## src/rtl/tetris_pkg.sv

```systemverilog
// Shared board geometry, FSM state encoding and cell addressing for the
// Tetris board controller.
package tetris_pkg;

  localparam int BOARD_W     = 10;
  localparam int BOARD_H     = 12;
  localparam int CELL_BITS   = 4;
  localparam int BOARD_CELLS = BOARD_W * BOARD_H;
  localparam int ADDR_W      = 7;

  typedef enum logic [2:0] {
    S_INIT,
    S_IDLE,
    S_SCAN,
    S_SHIFT_RD,
    S_SHIFT_WR,
    S_TOPZERO
  } state_t;

  function automatic logic [ADDR_W-1:0] cell_addr(input logic [3:0] x, input logic [3:0] y);
    return ADDR_W'(y) * ADDR_W'(BOARD_W) + ADDR_W'(x);
  endfunction

endpackage

```

## src/rtl/tetris_board_ram.sv

```systemverilog
// Single-port board RAM with registered read data (one-cycle latency),
// written so synthesis can map it onto a block RAM.
module tetris_board_ram #(
  parameter int DEPTH = tetris_pkg::BOARD_CELLS,
  parameter int AW    = tetris_pkg::ADDR_W,
  parameter int DW    = tetris_pkg::CELL_BITS
) (
  input  logic          clk,
  input  logic          en,
  input  logic          we,
  input  logic [AW-1:0] addr,
  input  logic [DW-1:0] wdata,
  output logic [DW-1:0] rdata
);

  logic [DW-1:0] mem_q [DEPTH];
  logic [DW-1:0] rdata_q;

  always_ff @(posedge clk) begin
    if (en) begin
      if (we) mem_q[addr] <= wdata;
      rdata_q <= mem_q[addr];
    end
  end

  assign rdata = rdata_q;

endmodule

```

## src/rtl/tetris_board_ctrl.sv

```systemverilog
// Board RAM owner: wipes the board, arbitrates game writes against renderer
// reads, and runs the post-lock line-clear engine.
module tetris_board_ctrl #(
  parameter int BOARD_W   = tetris_pkg::BOARD_W,
  parameter int BOARD_H   = tetris_pkg::BOARD_H,
  parameter int CELL_BITS = tetris_pkg::CELL_BITS
) (
  input  logic                 clk,
  input  logic                 reset_n,
  input  logic                 wr_req,
  input  logic [3:0]           wr_x,
  input  logic [3:0]           wr_y,
  input  logic [CELL_BITS-1:0] wr_color,
  output logic                 wr_ack,
  input  logic                 lock_done,
  input  logic                 rd_req,
  input  logic [3:0]           rd_x,
  input  logic [3:0]           rd_y,
  output logic                 rd_ack,
  output logic                 rd_valid,
  output logic [CELL_BITS-1:0] rd_data,
  output logic                 busy,
  output logic                 clear_pulse,
  output logic [2:0]           rows_cleared,
  output logic [9:0]           total_lines
);
  import tetris_pkg::*;

  localparam int         CELLS = BOARD_W * BOARD_H;
  localparam logic [3:0] XMAX  = 4'(BOARD_W - 1);
  localparam logic [3:0] YMAX  = 4'(BOARD_H - 1);

  function automatic logic [9:0] sat_add(input logic [9:0] a, input logic [2:0] b);
    logic [10:0] s;
    s = {1'b0, a} + {8'b0, b};
    return s[10] ? 10'h3FF : s[9:0];
  endfunction

  state_t              state_q, state_d;
  logic [ADDR_W-1:0]   init_addr_q, init_addr_d;
  logic [3:0]          x_q, x_d, row_q, row_d, dst_q, dst_d, cnt_q, cnt_d;
  logic [2:0]          clr_q, clr_d;
  logic                lock_pend_q, lock_pend_d;
  logic                rd_valid_q, rd_valid_d, rd_oob_q, rd_oob_d;
  logic                clear_pulse_q, clear_pulse_d;
  logic [2:0]          rows_cleared_q, rows_cleared_d;
  logic [9:0]          total_lines_q, total_lines_d;

  logic                ram_en, ram_we;
  logic [ADDR_W-1:0]   ram_addr;
  logic [CELL_BITS-1:0] ram_wdata, ram_rdata;
  logic                wr_in_range, rd_in_range, start_scan, finish;
  logic [3:0]          scan_total;

  tetris_board_ram #(
    .DEPTH(CELLS),
    .AW   (ADDR_W),
    .DW   (CELL_BITS)
  ) u_ram (
    .clk  (clk),
    .en   (ram_en),
    .we   (ram_we),
    .addr (ram_addr),
    .wdata(ram_wdata),
    .rdata(ram_rdata)
  );

  always_comb begin
    state_d        = state_q;
    init_addr_d    = init_addr_q;
    x_d            = x_q;
    row_d          = row_q;
    dst_d          = dst_q;
    cnt_d          = cnt_q;
    clr_d          = clr_q;
    rd_valid_d     = 1'b0;
    rd_oob_d       = rd_oob_q;
    clear_pulse_d  = 1'b0;
    rows_cleared_d = rows_cleared_q;
    total_lines_d  = total_lines_q;
    wr_ack         = 1'b0;
    rd_ack         = 1'b0;
    ram_en         = 1'b0;
    ram_we         = 1'b0;
    ram_addr       = '0;
    ram_wdata      = '0;
    start_scan     = 1'b0;
    finish         = 1'b0;
    wr_in_range    = (wr_x <= XMAX) && (wr_y <= YMAX);
    rd_in_range    = (rd_x <= XMAX) && (rd_y <= YMAX);
    // RAM data in S_SCAN belongs to the cell read on the previous cycle.
    scan_total     = cnt_q + {3'b0, |ram_rdata};

    case (state_q)
      S_INIT: begin
        ram_en      = 1'b1;
        ram_we      = 1'b1;
        ram_addr    = init_addr_q;
        init_addr_d = init_addr_q + 1'b1;
        if (init_addr_q == ADDR_W'(CELLS - 1)) begin
          init_addr_d = '0;
          state_d     = S_IDLE;
        end
      end
      S_IDLE: begin
        if (wr_req) begin
          wr_ack = 1'b1;
          if (wr_in_range) begin
            ram_en    = 1'b1;
            ram_we    = 1'b1;
            ram_addr  = cell_addr(wr_x, wr_y);
            ram_wdata = wr_color;
          end
        end else if (lock_pend_q) begin
          start_scan = 1'b1;
          state_d    = S_SCAN;
          row_d      = YMAX;
          x_d        = '0;
          cnt_d      = '0;
          clr_d      = '0;
        end else if (rd_req) begin
          rd_ack     = 1'b1;
          rd_valid_d = 1'b1;
          rd_oob_d   = !rd_in_range;
          if (rd_in_range) begin
            ram_en   = 1'b1;
            ram_addr = cell_addr(rd_x, rd_y);
          end
        end
      end
      S_SCAN: begin
        if (x_q != 4'd0) cnt_d = scan_total;
        if (x_q <= XMAX) begin
          ram_en   = 1'b1;
          ram_addr = cell_addr(x_q, row_q);
          x_d      = x_q + 4'd1;
        end else begin
          x_d   = '0;
          cnt_d = '0;
          if (scan_total == 4'(BOARD_W)) begin
            clr_d = clr_q + 3'd1;
            if (row_q == 4'd0) begin
              state_d = S_TOPZERO;
            end else begin
              state_d = S_SHIFT_RD;
              dst_d   = row_q;
            end
          end else if (row_q == 4'd0) begin
            finish = 1'b1;
          end else begin
            row_d = row_q - 4'd1;
          end
        end
      end
      S_SHIFT_RD: begin
        ram_en   = 1'b1;
        ram_addr = cell_addr(x_q, dst_q - 4'd1);
        state_d  = S_SHIFT_WR;
      end
      S_SHIFT_WR: begin
        ram_en    = 1'b1;
        ram_we    = 1'b1;
        ram_addr  = cell_addr(x_q, dst_q);
        ram_wdata = ram_rdata;
        state_d   = S_SHIFT_RD;
        if (x_q == XMAX) begin
          x_d = '0;
          if (dst_q == 4'd1) state_d = S_TOPZERO;
          else               dst_d   = dst_q - 4'd1;
        end else begin
          x_d = x_q + 4'd1;
        end
      end
      S_TOPZERO: begin
        ram_en   = 1'b1;
        ram_we   = 1'b1;
        ram_addr = cell_addr(x_q, 4'd0);
        if (x_q == XMAX) begin
          x_d   = '0;
          cnt_d = '0;
          // The same row is rescanned: it now holds what was above it.
          if (clr_q == 3'd4) finish  = 1'b1;
          else               state_d = S_SCAN;
        end else begin
          x_d = x_q + 4'd1;
        end
      end
      default: state_d = S_INIT;
    endcase

    if (finish) begin
      state_d        = S_IDLE;
      clear_pulse_d  = 1'b1;
      rows_cleared_d = clr_q;
      total_lines_d  = sat_add(total_lines_q, clr_q);
    end

    lock_pend_d = (lock_pend_q && !start_scan) || lock_done;
  end

  always_ff @(posedge clk) begin
    if (!reset_n) begin
      state_q        <= S_INIT;
      init_addr_q    <= '0;
      x_q            <= '0;
      row_q          <= '0;
      dst_q          <= '0;
      cnt_q          <= '0;
      clr_q          <= '0;
      lock_pend_q    <= 1'b0;
      rd_valid_q     <= 1'b0;
      rd_oob_q       <= 1'b0;
      clear_pulse_q  <= 1'b0;
      rows_cleared_q <= '0;
      total_lines_q  <= '0;
    end else begin
      state_q        <= state_d;
      init_addr_q    <= init_addr_d;
      x_q            <= x_d;
      row_q          <= row_d;
      dst_q          <= dst_d;
      cnt_q          <= cnt_d;
      clr_q          <= clr_d;
      lock_pend_q    <= lock_pend_d;
      rd_valid_q     <= rd_valid_d;
      rd_oob_q       <= rd_oob_d;
      clear_pulse_q  <= clear_pulse_d;
      rows_cleared_q <= rows_cleared_d;
      total_lines_q  <= total_lines_d;
    end
  end

  assign busy         = (state_q != S_IDLE);
  assign rd_valid     = rd_valid_q;
  assign rd_data      = (rd_valid_q && !rd_oob_q) ? ram_rdata : '0;
  assign clear_pulse  = clear_pulse_q;
  assign rows_cleared = rows_cleared_q;
  assign total_lines  = total_lines_q;

endmodule

```

## config.mk

```make
export PLATFORM = sky130hd
export DESIGN_NAME = tetris_board_ctrl
export DESIGN_NICKNAME = d
export VERILOG_FILES = /design/src/rtl/tetris_pkg.sv /design/src/rtl/tetris_board_ram.sv /design/src/rtl/tetris_board_ctrl.sv
export SDC_FILE = /design/constraint.sdc
export NUM_CORES = 1
export LEC_CHECK = 0
export BUFFER_PORTS_ARGS = -buffer_cell sky130_fd_sc_hd__buf_2
export CORE_UTILIZATION = 45
export CTS_BUF_LIST = sky130_fd_sc_hd__clkbuf_2
export CTS_CLUSTER_DIAMETER = 150
export CTS_CLUSTER_SIZE = 12
export DETAILED_ROUTE_END_ITERATION = 10
export GPL_ROUTABILITY_DRIVEN = 0
export PLACE_DENSITY = 0.62
export SYNTH_ARGS = -nofsm -noshare
export SYNTH_HDL_FRONTEND = slang
export SYNTH_SLANG_ARGS = --single-unit
```

## constraint.sdc

```tcl
create_clock -name clk -period 6 [get_ports clk]
set_input_delay 0.3 -clock clk [delete_from_list [all_inputs] [get_ports clk]]
set_output_delay 0.3 -clock clk [all_outputs]
set_load 0.01 [all_outputs]
```

# == Word-level counts from Yosys, hierarchy flattened ==
# Memories as Yosys holds them, arrays and structs flattened. A register that Yosys moved wholly into a read port is not among the register bits.
# Index checks and enable logic that the tools add are counted.
# totals
input_bits,25
n_memories,1
elab_cells,177
ff_bits,46
mem_bits_rw,480
# op_classes
mux,79
bitwise_logic,3
reduce_logical,28
multipliers,5
eq_ne,30
order_cmp,5
addsub,12
# mem_list
name,words,word_bits,rd,rd_ports_with_merged_regs,write_ports,line_no,rtl
u_ram.mem_q,120,4,1,1,1,tetris_board_ram.sv:16,logic [DW-1:0] mem_q [DEPTH];
# ops
cell,count
2-to-1 mux 4 bit,20
2-to-1 mux 7 bit,7
2-to-1 mux 3 bit,14
one-hot mux 7 bit (6 select lines),1
adder 7 x 4 -> 7 bit,5
"multiplier 4 x 3 -> 6 bit, second input constant",5
2-to-1 mux 1 bit,26
"inequality test 3 bit, second input constant",8
one-hot mux 4 bit (2 select lines),3
one-hot mux 4 bit (3 select lines),2
"inequality test 2 bit, second input constant",11
"<= comparator 4 bit, second input constant",5
one-hot mux 3 bit (6 select lines),1
AND reduction 7 bit,2
AND reduction 6 bit,2
adder 10 x 3 -> 11 bit,1
2-to-1 mux 10 bit,1
AND reduction 5 bit,2
"equality test 3 bit, second input constant",3
"equality test 4 bit, second input constant",2
OR reduction 4 bit,2
"subtractor 4 x 1 -> 4 bit, second input constant",2
"adder 7 x 1 -> 7 bit, second input constant",1
"equality test 7 bit, second input constant",1
23 further kinds,35

# == Depth between registers and ports, before layout ==
# logic_depth
depth_word,9
depth_mapped,20
mapped_depth_nobuf,16

# == Hierarchy ==
# A second synthesis with hierarchy kept.
# hier_totals
hier_cells,1694
area_unflattened_um2,23483.8
# modules_own_cells
mod,area_each_um2,seq_area_each_um2,cells_per_inst,instances
tetris_board_ram,19482.4,14533.9,1199,1
tetris_board_ctrl,4001.3,920.9,495,1

# == Least setup slack after synthesis ==
# Ideal clock, no wire load.
# synth_timing
path_type,reg2reg
startpoint,register state_q[2]
endpoint,memory u_ram.mem_q[28][0] (netlist bit) (enable)
stages_incl_launch_ff,19
period_less_slack_ns,4.408
setup_ns,0.330
required_ns,5.670
path_slack_ns,1.592
path_buffers,6
arrival_ns,4.078
cell_sequence,dfxtp_1 -> buf_4 -> nor3b_2 -> clkbuf_1 -> nor2_1 -> nor2_1 -> ha_1 -> inv_1 -> fa_1 -> or4bb_1 -> o31a_1 -> o211a_1 -> buf_2 -> a211oi_1 -> buf_2 -> buf_2 -> nand2_1 -> buf_2 -> nor2_1
# synth_between
elab_chain_len,6
# synth_rtl
element,line_no,rtl
start: declaration,tetris_board_ctrl.sv:39,"state_t state_q, state_d;"
start signal: assignment,tetris_board_ctrl.sv:217,state_q <= state_d;
equality test 3 bit or zero test 3 bit (tied branches),tetris_board_ctrl.sv:94,case (state_q)
OR reduction 3 bit (no line),n/a,
one-hot mux 1 bit (2 select lines),tetris_board_ctrl.sv:94,
2-to-1 mux 1 bit,tetris_board_ram.sv:21,if (we) mem_q[addr] <= wdata;
2-to-1 mux 1 bit,tetris_board_ram.sv:20,if (en) begin
2-to-1 mux 1 bit (not written as such),tetris_board_ram.sv:21,
end: declaration,tetris_board_ram.sv:16,
# Several ways; a longest one is shown, not always the timed one.

# == Worst setup path after layout ==
# layout_timing
startpoint,register state_q[0]
endpoint,"register u_ram.rdata_q[1] (netlist: u_ram.rdata[1]), read port of u_ram.mem_q, data pin"
# layout_between
elab_chain_len,3
# layout_rtl
element,line_no,rtl
"equality test 3 bit, or another cell as far along",tetris_board_ctrl.sv:94,
OR reduction 4 bit (no line),n/a,
one-hot mux 1 bit (3 select lines),tetris_board_ctrl.sv:94,
end: declaration,tetris_board_ram.sv:17,logic [DW-1:0] rdata_q;
# Several ways; a longest one is shown, not always the timed one.
# A chain may end at the register's enable or synchronous reset.

==> results_dict.tcl <==
set metrics [dict create \
    cts-htree-levels 2 \
    wl_per_cell_um 27.6 \
    fp.dieArea_sq_um 52800 \
    die_x_um 230 \
    grt_pass1_vias 15400 \
    startpoint "state_q[0]" \
    place_inst 2416 \
    slew_headroom_pct 7.48 \
    clock_latency_ns 1.12 \
    clock_skew_ns 0.113 \
    syn_nets 1793 \
    ys_ff_latch 530 \
    clock_power_share_pct 19.3 \
    synth_area_sq_um 23400 \
    post_dp_cell_area_sq_um 24600 \
    grt_max_degree 83 \
    synth_area_leader_cell "edfxtp_1" \
    drc_errors 0 \
    comb_power_share_pct 23.9 \
    wirelength_um 68700 \
    yosys-top-cells-area "edfxtp_1 (62%), dfxtp_1 (3.9%), nor2_1 (2.7%)" \
    power_density_nw_per_um2 289 \
    vias 15800 \
    hold_start "wr_color[2]" \
    cts_sinks 530 \
    crit_family "simple AND/OR/NAND/NOR gates" \
    worstPathRequired_ns 7.00 \
    syn_inst 1715 \
    synthArstFlopShare_pct 0 \
    start_util_pct 45.6 \
    grt_remaining_overflow 0 \
    min_path_type "in -> reg" \
    die_y_um 230 \
    std_cell_rows 83 \
    path_buf_inv 2 \
    io_pins 47 \
    finalSetupViolCount 0 \
    yosys.area.top_type_share_pct 62.2 \
    path_common_cell "buf_4" \
    cap_violations 0 \
    avgSynthCellArea_sq_um 13.6 \
    cts_buffers 50 \
    leakage_uw 0.00861 \
    synth_cell_types 96 \
    worst-endpoint-arrival_ns 6.34 \
    whs_ns 0.0637 \
    cts_tree "built" \
    hold_violations 0 \
    period_needed_ns 5.34 \
    ys_warn_count 0 \
    area_growth_syn_to_layout_pct 7.29 \
    antenna_left 0 \
    clockBufferDepth 3 \
    cts.root.buffer_cell "clkbuf_2" \
    fin_setup_tns_ns 0 \
    period_share_pct 89.0 \
    critPathMaxFanout 58 \
    core_area_sq_um 51300 \
    end_kind "flip-flop" \
    fmax_mhz 187 \
    numPortBuffers 46 \
    crit_type "reg -> reg" \
    switchingPower_uw 2380 \
    antenna_found_initial 2 \
    firstDrtPassIters 8 \
    maxSlewViolCount 0 \
    yosysSeqAreaShare_pct 66.1 \
    first_iter_violations 2081 \
    power.internal_uw 4870 \
    grt_pass1_wl_um 102000 \
    layout.nets 1882 \
    slowest_delay_ns 1.26 \
    viasPerCell 6.33 \
    synth_ff_type "edfxtp_1" \
    final_cells 2494 \
    worstPathCellList "buf_4 -> nor3b_2 -> nand4_4 -> o2111a_4 -> nor4_4 -> buf_4 -> a22o_1 -> a221oi_1 -> a31oi_1 -> nor4_1 -> nand4_1" \
    worstMarginPinSlew_ns 1.38 \
    rsz0062_at_grt "false" \
    total_power_uw 7250 \
    drive_above_1_share_pct 14.3 \
    status "completed" \
    cts.repair.resized 0 \
    irDropWorstVdd_mv 0.160 \
    pwr-share-seq_pct 56.8 \
    p_sw_share_pct 32.8 \
    synth-edff-count 484 \
    r2r_start "state_q[0]" \
    crit_path_start_kind "flip-flop" \
    clk_pin_slew_ns 0.30 \
    track_usage_pct 25.9 \
    slowest_stage "nor4_4" \
    dpl.hpwl_um 44200 \
    fin_area_sq_um 25100 \
]
==> cell families (layout without fill, tap and decap cells) <==
kind of cell	count (synthesis)	after routing	synth area share (%)
AO/OA/AOI/OAI	378	378	12.1
XOR/XNOR	38	38	1.48
adder cells (fa/ha/maj)	53	53	3.16
buffers and inverters	133	230	2.90
flip-flops	530	530	66.1
multiplexers	95	95	4.38
other	0	2	0
AND/OR/NAND/NOR	488	488	9.84
==> sequential cells by signal, summed over array words and instances (netlist names) <==
signal and flops:
init_addr_q 7, clr_q 3, u_ram.rdata 4, u_ram.mem_q 480, clear_pulse 1, rd_oob_q 1, rows_cleared 3, dst_q 4
x_q 4, state_q 3, lock_pend_q 1, row_q 4, cnt_q 4, total_lines 10, rd_valid 1
==> Yosys cell counts, types with 29 or more instances <==
cell / instances
ha_1: 43
nand2_1: 153
a22oi_1: 72
a21oi_1: 70
dfxtp_1: 46
edfxtp_1: 484
mux2i_1: 63
mux2_2: 29
buf_2: 45
nor2_1: 171
o21ai_0: 33
a221oi_1: 31
inv_1: 36
nand3_1: 53
==> layout by cell type (no fill, tap or decap), types with 17 or more instances in the layout <==
cell type    n
a21oi_1     70
a221oi_1    31
a22o_1      17
a22oi_1     72
a31oi_1     22
buf_2       46
buf_4       72
clkbuf_2    57
dfxtp_1     46
edfxtp_1   484
ha_1        43
inv_1       36
mux2_2      29
mux2i_1     63
nand2_1    153
nand3_1     53
nor2_1     171
o21ai_0     33
o2bb2ai_1   20
xnor2_1     21
==> per-layer routing <==
layer | part of all wire, % | wire length [um] | GRT usage (%)
met5 | 0 | 0 | 0
met2 | 45 | 30800 | 39.2
met4 | 3.6 | 2500 | 9.17
met1 | 41 | 28000 | 36.1
met3 | 11 | 7430 | 6.46
==> metrics by stage <==
stage,util [%],setup WS [ns]
finish,48.9,0.660
global route,48.9,0.404
CTS,48.9,0.687
detailed placement,48.0,0.801
global placement,48.0,0.834
floorplan,-,1.59
==> power by group through the flow <==
| stage | combinational, uW | clock (uW) | sequential (uW) |
|---|---|---|---|
| after detailed placement | 1670 | 0 | 4190 |
| after global placement | 1660 | 0 | 4190 |
| after floorplan | 1020 | 0 | 4160 |
| after global routing | 1790 | 1540 | 4120 |
| final | 1730 | 1400 | 4110 |
| after CTS | 1680 | 1430 | 4110 |
==> worst paths after layout <==
check / to / slack (ns) / cells after the start
worst max-delay path: u_ram.rdata[1] / 0.66 / 11
worst min-delay path: u_ram.mem_q[81][2] / 0.06 / 2
worst max register to register: u_ram.rdata[1] / 0.66 / 11
worst min register to register: cnt_q[0] / 0.49 / 2
==> repair_timing <==
item                                    CTS  global route
endpoints found under the hold margin    26             0
endpoints found under the setup margin    0             0
buffers inserted                          0             0
hold buffers                             16             0
==> area by class of cell <==
| type | instances | area, sq um |
|---|---|---|
| fill | 4437 | 26200 |
| clock inverter | 3 | 22.5 |
| multi-input combinational | 1052 | 7390 |
| inverter | 36 | 135 |
| antenna | 2 | 5.00 |
| timing repair buffer | 134 | 931 |
| clock buffer | 57 | 285 |
| tap | 680 | 851 |
| sequential | 530 | 15500 |
Power figures use the tool's default switching activity.
